`src/rtl/uart_echo_buffer.sv`:
```
// Buffered byte bridge from a UART receiver to a UART transmitter.
// Each rising RX_READY edge queues one word; the queue drains into the transmitter as it goes idle.
module uart_echo_buffer #(
    parameter int DATA_WIDTH = 8,
    parameter int FIFO_DEPTH = 16,
    parameter int CNT_WIDTH  = 16
) (
    input  logic                          CLK,
    input  logic                          RST,
    input  logic [DATA_WIDTH-1:0]         RX_DATA,
    input  logic                          RX_READY,
    output logic [DATA_WIDTH-1:0]         TX_DATA,
    output logic                          TX_DATA_READY,
    input  logic                          TX_IDLE,
    input  logic                          FLUSH,
    output logic [$clog2(FIFO_DEPTH):0]   FILL_LEVEL,
    output logic                          OVERFLOW,
    output logic [CNT_WIDTH-1:0]          DROP_COUNT
);

    localparam int AW = $clog2(FIFO_DEPTH);
    localparam logic [AW:0]          DEPTH_LVL = (AW+1)'(FIFO_DEPTH);
    localparam logic [AW:0]          LVL_ONE   = (AW+1)'(1);
    localparam logic [AW-1:0]        PTR_ONE   = AW'(1);
    localparam logic [CNT_WIDTH-1:0] CNT_ONE   = CNT_WIDTH'(1);

    typedef enum logic [1:0] {
        S_READY,
        S_WAIT_BUSY,
        S_WAIT_DONE
    } state_t;

    state_t                  state;
    logic [DATA_WIDTH-1:0]   mem [FIFO_DEPTH];
    logic [AW-1:0]           wr_ptr;
    logic [AW-1:0]           rd_ptr;
    logic                    prev_rx_ready;
    logic                    push_req;
    logic                    pop;
    logic                    push_ok;
    logic                    drop;

    // Transmit handshake: TX_DATA_READY pulses for one cycle with TX_DATA valid, the
    // transmitter acknowledges by dropping TX_IDLE and signals completion by raising it again.
    assign push_req = RX_READY & ~prev_rx_ready;
    assign pop      = (state == S_READY) && (FILL_LEVEL != '0) && TX_IDLE;
    assign push_ok  = push_req && !FLUSH && ((FILL_LEVEL < DEPTH_LVL) || pop);
    assign drop     = push_req && !FLUSH && !push_ok;

    // Storage needs no reset; occupancy is tracked by the pointers and FILL_LEVEL.
    always_ff @(posedge CLK) begin
        if (push_ok) begin
            mem[wr_ptr] <= RX_DATA;
        end
    end

    always_ff @(posedge CLK) begin
        if (RST) begin
            wr_ptr     <= '0;
            rd_ptr     <= '0;
            FILL_LEVEL <= '0;
        end else if (FLUSH) begin
            wr_ptr     <= '0;
            rd_ptr     <= '0;
            FILL_LEVEL <= '0;
        end else begin
            if (push_ok) begin
                wr_ptr <= wr_ptr + PTR_ONE;
            end
            if (pop) begin
                rd_ptr <= rd_ptr + PTR_ONE;
            end
            case ({push_ok, pop})
                2'b10:   FILL_LEVEL <= FILL_LEVEL + LVL_ONE;
                2'b01:   FILL_LEVEL <= FILL_LEVEL - LVL_ONE;
                default: FILL_LEVEL <= FILL_LEVEL;
            endcase
        end
    end

    always_ff @(posedge CLK) begin
        if (RST) begin
            state         <= S_READY;
            TX_DATA       <= '0;
            TX_DATA_READY <= 1'b0;
        end else begin
            TX_DATA_READY <= 1'b0;
            case (state)
                S_READY: begin
                    if (pop) begin
                        TX_DATA       <= mem[rd_ptr];
                        TX_DATA_READY <= 1'b1;
                        state         <= S_WAIT_BUSY;
                    end
                end
                S_WAIT_BUSY: begin
                    if (!TX_IDLE) begin
                        state <= S_WAIT_DONE;
                    end
                end
                S_WAIT_DONE: begin
                    if (TX_IDLE) begin
                        state <= S_READY;
                    end
                end
                default: state <= S_READY;
            endcase
        end
    end

    // prev_rx_ready resets high so a level already present at reset release is ignored.
    always_ff @(posedge CLK) begin
        if (RST) begin
            prev_rx_ready <= 1'b1;
            OVERFLOW      <= 1'b0;
            DROP_COUNT    <= '0;
        end else begin
            prev_rx_ready <= RX_READY;
            if (drop) begin
                OVERFLOW <= 1'b1;
                if (DROP_COUNT != '1) begin
                    DROP_COUNT <= DROP_COUNT + CNT_ONE;
                end
            end
        end
    end

endmodule

```
`config.mk`:
```
export PLATFORM = sky130hd
export DESIGN_NAME = uart_echo_buffer
export DESIGN_NICKNAME = d
export VERILOG_FILES = /design/src/rtl/uart_echo_buffer.sv
export SDC_FILE = /design/constraint.sdc
export NUM_CORES = 1
export LEC_CHECK = 0
export CORE_MARGIN = 3
export CORE_UTILIZATION = 32
export DETAILED_ROUTE_END_ITERATION = 8
export HOLD_SLACK_MARGIN = 0.06
export PLACE_DENSITY_LB_ADDON = 0.25
export SLEW_MARGIN = 20
export SYNTH_ARGS = -nofsm -noshare
export SYNTH_HDL_FRONTEND = slang
export SYNTH_SLANG_ARGS = --single-unit
```
`constraint.sdc`:
```
create_clock -name CLK -period 4.4 [get_ports CLK]
set_clock_uncertainty 0.2 [all_clocks]
set_input_delay 0.88 -clock CLK [delete_from_list [all_inputs] [get_ports CLK]]
set_output_delay 0.88 -clock CLK [all_outputs]
set_load 0.02 [all_outputs]
```
==> results of run 1 <==
[cell usage in the layout (no fill, tap or decap), types with 4 or more instances in the layout]
master           synthesis  layout
clkdlybuf4s50_1          0      43
o22ai_1                 32      32
nand3_1                 11      11
or4_1                    7       7
inv_1                   13      13
nand4_1                  6       6
nor3_1                   7       7
nor2_1                  29      29
xnor2_1                  6       6
clkbuf_16                0      17
a211oi_1                 4       4
o21ai_0                 14      14
nand2_1                 14      14
dfxtp_1                 42      41
nor4_1                  10      10
and4_1                   4       4
ha_1                     9       9
xor2_1                   4       4
or3b_2                   5       5
a21oi_1                 24      24
edfxtp_1               128     128
buf_4                    0      17
or3_1                    4       4
o31ai_1                  9       9
mux2i_1                 68      68
[power breakdown]
group          total [mW]  internal, mW  switching, mW
Clock                1.32         0.719          0.599
Sequential           1.73          1.72        0.00224
Combinational      0.0627        0.0203         0.0424
Total                3.11          2.46          0.643
[flip-flops by register name (all words and copies together) (netlist names), 2 cells and up]
name and count:
TX_DATA 8, mem 128, wr_ptr 4, state 2
FILL_LEVEL 5, DROP_COUNT 16, rd_ptr 4
[through the flow]
stage          hold slack (ns)  power (mW)
2_1_floorplan           0.2346       1.785
3_3_place_gp            0.2443       1.824
3_5_place_dp            0.2516       1.826
4_1_cts                 0.2663       3.146
5_1_grt                 0.2966       3.218
6_report                0.2649       3.108
[worst paths after layout]
check | startpoint | end | slack, ns | cells after the start
worst max-delay path | TX_IDLE | FILL_LEVEL[2]$_SDFFE_PP0P_ | 0.90 | 11
worst min-delay path | OVERFLOW$_SDFFE_PP0P_ | OVERFLOW$_SDFFE_PP0P_ | 0.26 | 2
worst max register to register | state[1]$_SDFFE_PP0P_ | FILL_LEVEL[2]$_SDFFE_PP0P_ | 1.53 | 10
worst min register to register | OVERFLOW$_SDFFE_PP0P_ | OVERFLOW$_SDFFE_PP0P_ | 0.26 | 2
[worst min-delay path, delay by kind of cell, from the launching register on]
| kind | cells | cell delay, ns |
|---|---|---|
| flops | 1 | 0.32 |
| buf+inv | 1 | 0.05 |
| compound gates | 1 | 0.05 |
[cell families after synthesis]
| kind of cell | share of synthesized area, % |
|---|---|
| compound gates | 8.297 |
| flops | 66.09 |
| xor+xnor | 1.236 |
| simple gates | 10.01 |
| mux | 9.921 |
| buf+inv | 2.860 |
| fa+ha+maj | 1.589 |
[layout make-up]
class | count | area, µm²
fillers | 2004 | 13030
clock buffers | 17 | 425.4
repair buffers | 61 | 585.6
flip-flops and latches | 170 | 4688
multi-input cells | 306 | 2201
clock inverters | 15 | 101.3
well taps | 275 | 344.1
inverters | 13 | 48.80
[per-layer routing]
metal  GRT usage [%]  up-vias  routed length [µm]
li1                -     2116                   -
met1           17.96     2196                7204
met4           3.532        0                 152
met2           22.19       77                7753
met5               0        -                   0
met3           3.637        9                 778
==> flow_metrics.tcl, run 1 <==
set metrics [dict create \
    worstPathCellList "clkdlybuf4s50_1, or3b_2, a21oi_2, inv_1, ha_1, xor2_1, ha_1, a21oi_1, xor2_1, or3_1, a21oi_1" \
    cp_top_family "simple AND/OR/NAND/NOR gates" \
    io_buffers 43 \
    grt_use_total_pct 13.57 \
    worstPathArrival_ns 3.64 \
    hpwl_um 10780 \
    synth_top_area_share_pct 54.23 \
    core-area_mm2 0.02142 \
    synthArstFlopShare_pct 0 \
    wire_per_inst_um 18.54 \
    slew_headroom_pct 49.23 \
    ctsHtreeMaxLevel 4 \
    crit_slowest_cell "or3b_2" \
    tritoncts "yes" \
    crit_buf_inv 2 \
    gp_congestion 0.8346 \
    yosysMostFrequentCell "edfxtp_1" \
    maxCapViolCount 0 \
    clk_pin_slew_ns 0.06 \
    antenna_found_initial 0 \
    fp.dieArea_mm2 0.02397 \
    stdcell_count 857 \
    hold_violations 0 \
    fin_ws_ns 0.9032 \
    p_leak_nw 2.540 \
    status "finished clean" \
    syn_nets 540 \
    tightestPinTransition_ns 0.7592 \
    firstDrtPassIters 5 \
    grt_pass1_wl_um 24860 \
    path_class "input pin to flop" \
    synth_cells 518 \
    clk_latency_ns 0.42 \
    synthTopCellsByArea "edfxtp_1 54%, dfxtp_1 12%, mux2i_1 9.6%" \
    min_period_ns 3.497 \
    die_h_um 154.8 \
    wirelength_um 15890 \
    yosysWarnings 0 \
    synth_top_area_cell "edfxtp_1" \
    dpl_cell_area_mm2 0.007840 \
    dp_slack_ns 0.4885 \
    grt_pass1_vias 4416 \
    rsz0062_at_grt "no" \
    die_w_um 154.8 \
    max_stage_delay_ns 0.58 \
    required_ns 4.54 \
    clock_sinks 170 \
    fin_util_pct 39.19 \
    cts_setup_buffers 0 \
    synth_area_mm2 0.007088 \
    ant_nets 0 \
    syn_area_per_cell_um2 13.68 \
    start_util_pct 33.09 \
    clk_path_buf_depth 2 \
    rows 53 \
    cts_root_buf "clkbuf_16" \
    dp_cells 824 \
    crit_path_end_kind "flop" \
    finalSetupViolCount 0 \
    final-max-slew-violation-count 0 \
    max_freq_mhz 286.0 \
    insertedDiodeCount 0 \
    cts_hold_buf 0 \
    ioPinCount 44 \
    area_growth_pct 18.43 \
    drive_gt1_share_pct 11.51 \
    via_per_inst 5.132 \
    synth_ff_type "edfxtp_1" \
    synth-seq-area-share_pct 66.09 \
    p_per_area_mw_per_mm2 370.2 \
    final_area_mm2 0.008394 \
    grt_overflow 0 \
    drc 0 \
    cp_max_fo 10 \
    cts-buffers-inserted 17 \
    ys_types 56 \
    ys_ff_latch 170 \
    nets 591 \
    timing.final.crit_share_pct 79.47 \
    peakVddDrop_uv 207.3 \
    synth_edf_count 128 \
    finalSetupTns_ns 0 \
    hp-class "flop to flop" \
    grt_max_degree 67 \
    worstSetupStartpointType "input pin" \
    synth_commonest_cells "128 x edfxtp_1, 68 x mux2i_1, 42 x dfxtp_1" \
    drt_iter0_drc 244 \
    cts_resized 0 \
    vias 4398 \
]
Power figures use the tool's default switching activity.
==> run 2, diff against run 1 <==
- clock period: 4.4 -> 3.2 ns (I/O delays scaled with it)
==> run 2 against run 1 <==
  * Clock power is 56% higher
  * Register-to-register slack worse by 0.96 ns
  * Sequential cell count stayed put
  * Cell count is 1.8% higher
  * Critical path depth stayed put
  * Die area stayed put
  * Worst hold slack worse by 0.012 ns
  * Critical path type unchanged
  * Highest routed layer unchanged
==> flow_metrics.tcl, run 2 (synthesis gave the netlist of run 1 again) <==
set metrics [dict create \
    clk_path_buf_depth 2 \
    path_class "input pin to flop" \
    max_freq_mhz 334.8 \
    final-max-slew-violation-count 0 \
    fp.dieArea_mm2 0.02397 \
    reg.largest.list "mem (128), DROP_COUNT (16), TX_DATA (8)" \
    drt_iter0_drc 298 \
    finalSetupViolCount 0 \
    layout_commonest_cell "edfxtp_1" \
    stdcell_count 872 \
    reg2reg_depth 10 \
    largest_reg_flops 128 \
    cts-buffers-inserted 17 \
    drc 0 \
    met2_length_um 8042 \
    cts_root_buf "clkbuf_16" \
    tritoncts "yes" \
    clk_latency_ns 0.42 \
    timing.final.crit_share_pct 93.34 \
    required_ns 3.35 \
    wl_met1_um 7342 \
    io_buffers 43 \
    grt_max_degree 30 \
    ctsHtreeMaxLevel 4 \
    p_leak_nw 2.648 \
    tightestPinTransition_ns 0.7001 \
    wire_per_inst_um 18.43 \
    largest_register "mem" \
    area_growth_pct 20.94 \
    drive_gt1_share_pct 13.90 \
    die_w_um 154.8 \
    grt_overflow 0 \
    die_h_um 154.8 \
    hold_violations 0 \
    hpwl_um 11110 \
    cp_max_fo 4 \
    via_per_inst 5.120 \
    fillers 2021 \
    nets 606 \
    crit_path_end_kind "flop" \
    ioPinCount 44 \
    grt_use_total_pct 13.66 \
    hp-class "flop to flop" \
    worstSetupStartpointType "input pin" \
    top_layer "met4" \
    dp_cells 840 \
    seqCellArea_mm2 0.004688 \
    ant_nets 0 \
    worstPathArrival_ns 3.14 \
    wirelength_um 16070 \
    r2r_slack_ns 0.57 \
    min_period_ns 2.987 \
    cts_hold_buf 0 \
    peakVddDrop_uv 264.5 \
    insertedDiodeCount 0 \
    gp_congestion 0.7766 \
    slew_headroom_pct 53.18 \
    rows 53 \
    clock_sinks 170 \
    start_util_pct 33.09 \
    grt_pass1_vias 4431 \
    multi_input_area_mm2 0.002201 \
    holdWs_ns 0.2526 \
    clk_pin_slew_ns 0.06 \
    grt_pass1_wl_um 25100 \
    rsz0062_at_grt "no" \
    core-area_mm2 0.02142 \
    maxCapViolCount 0 \
    vias 4465 \
    antenna_found_initial 0 \
    status "finished clean" \
    wl_met3_um 528 \
    final_cell_mix "128 x edfxtp_1, 68 x mux2i_1, 43 x clkdlybuf4s50_1" \
    cts_resized 0 \
    cts_setup_buffers 0 \
    p_total_mw 4.531 \
    firstDrtPassIters 5 \
    p_per_area_mw_per_mm2 528.6 \
    holdPathStages 2 \
    fin_util_pct 40.02 \
]
run 2: changes by cell type in the layout (fill, tap and decap cells not counted), sizes merged:
cell and change:
clkinv -2, clkinvlp -1, bufinv +3, buf +15
run 2: power breakdown:
part	leakage (nW)	total (mW)	switching (mW)	internal, mW
logic	0.867	0.0929	0.0603	0.0326
registers	1.49	2.37	0.00317	2.37
clock network	0.290	2.06	0.834	1.23
run 2: worst max-delay path: stages:
cell             delay [ns]
clkdlybuf4s50_1        0.48
or3b_2                 0.50
a21oi_2                0.18
inv_1                  0.07
ha_1                   0.20
xor2_1                 0.15
ha_1                   0.23
a21oi_1                0.15
xor2_1                 0.09
or3_1                  0.31
a21oi_1                0.13
run 2: path summary, 6_finish.rpt:
path	from	end
worst min-delay path	OVERFLOW$_SDFFE_PP0P_	OVERFLOW$_SDFFE_PP0P_
worst max register to register	state[1]$_SDFFE_PP0P_	FILL_LEVEL[2]$_SDFFE_PP0P_
worst max-delay path	TX_IDLE	FILL_LEVEL[2]$_SDFFE_PP0P_
worst min register to register	OVERFLOW$_SDFFE_PP0P_	OVERFLOW$_SDFFE_PP0P_
run 2: stage by stage:
step           TNS, ns  cell area, µm²  worst slack, ns
3_3_place_gp   -0.2836            7973          -0.1806
4_1_cts              0            8572           0.2237
3_5_place_dp   -0.4590            7973          -0.2213
2_1_floorplan        0            7089          0.02269
6_report             0            8572           0.2131
5_1_grt              0            8572          0.06146
run 2: per-layer routing:
metal	track usage [%]	up-vias
met3	2.686	18
met2	22.75	78
li1	-	2136
met4	4.289	0
met1	18.04	2233
met5	0	-
run 2: cell type report:
type | instances | share of cell area [%]
sequential | 170 | 54.69
multi-input combinational | 306 | 25.68
timing repair buffer | 76 | 8.057
clock buffer | 17 | 4.963
tap | 275 | 4.014
clock inverter | 15 | 2.029
inverter | 13 | 0.5693
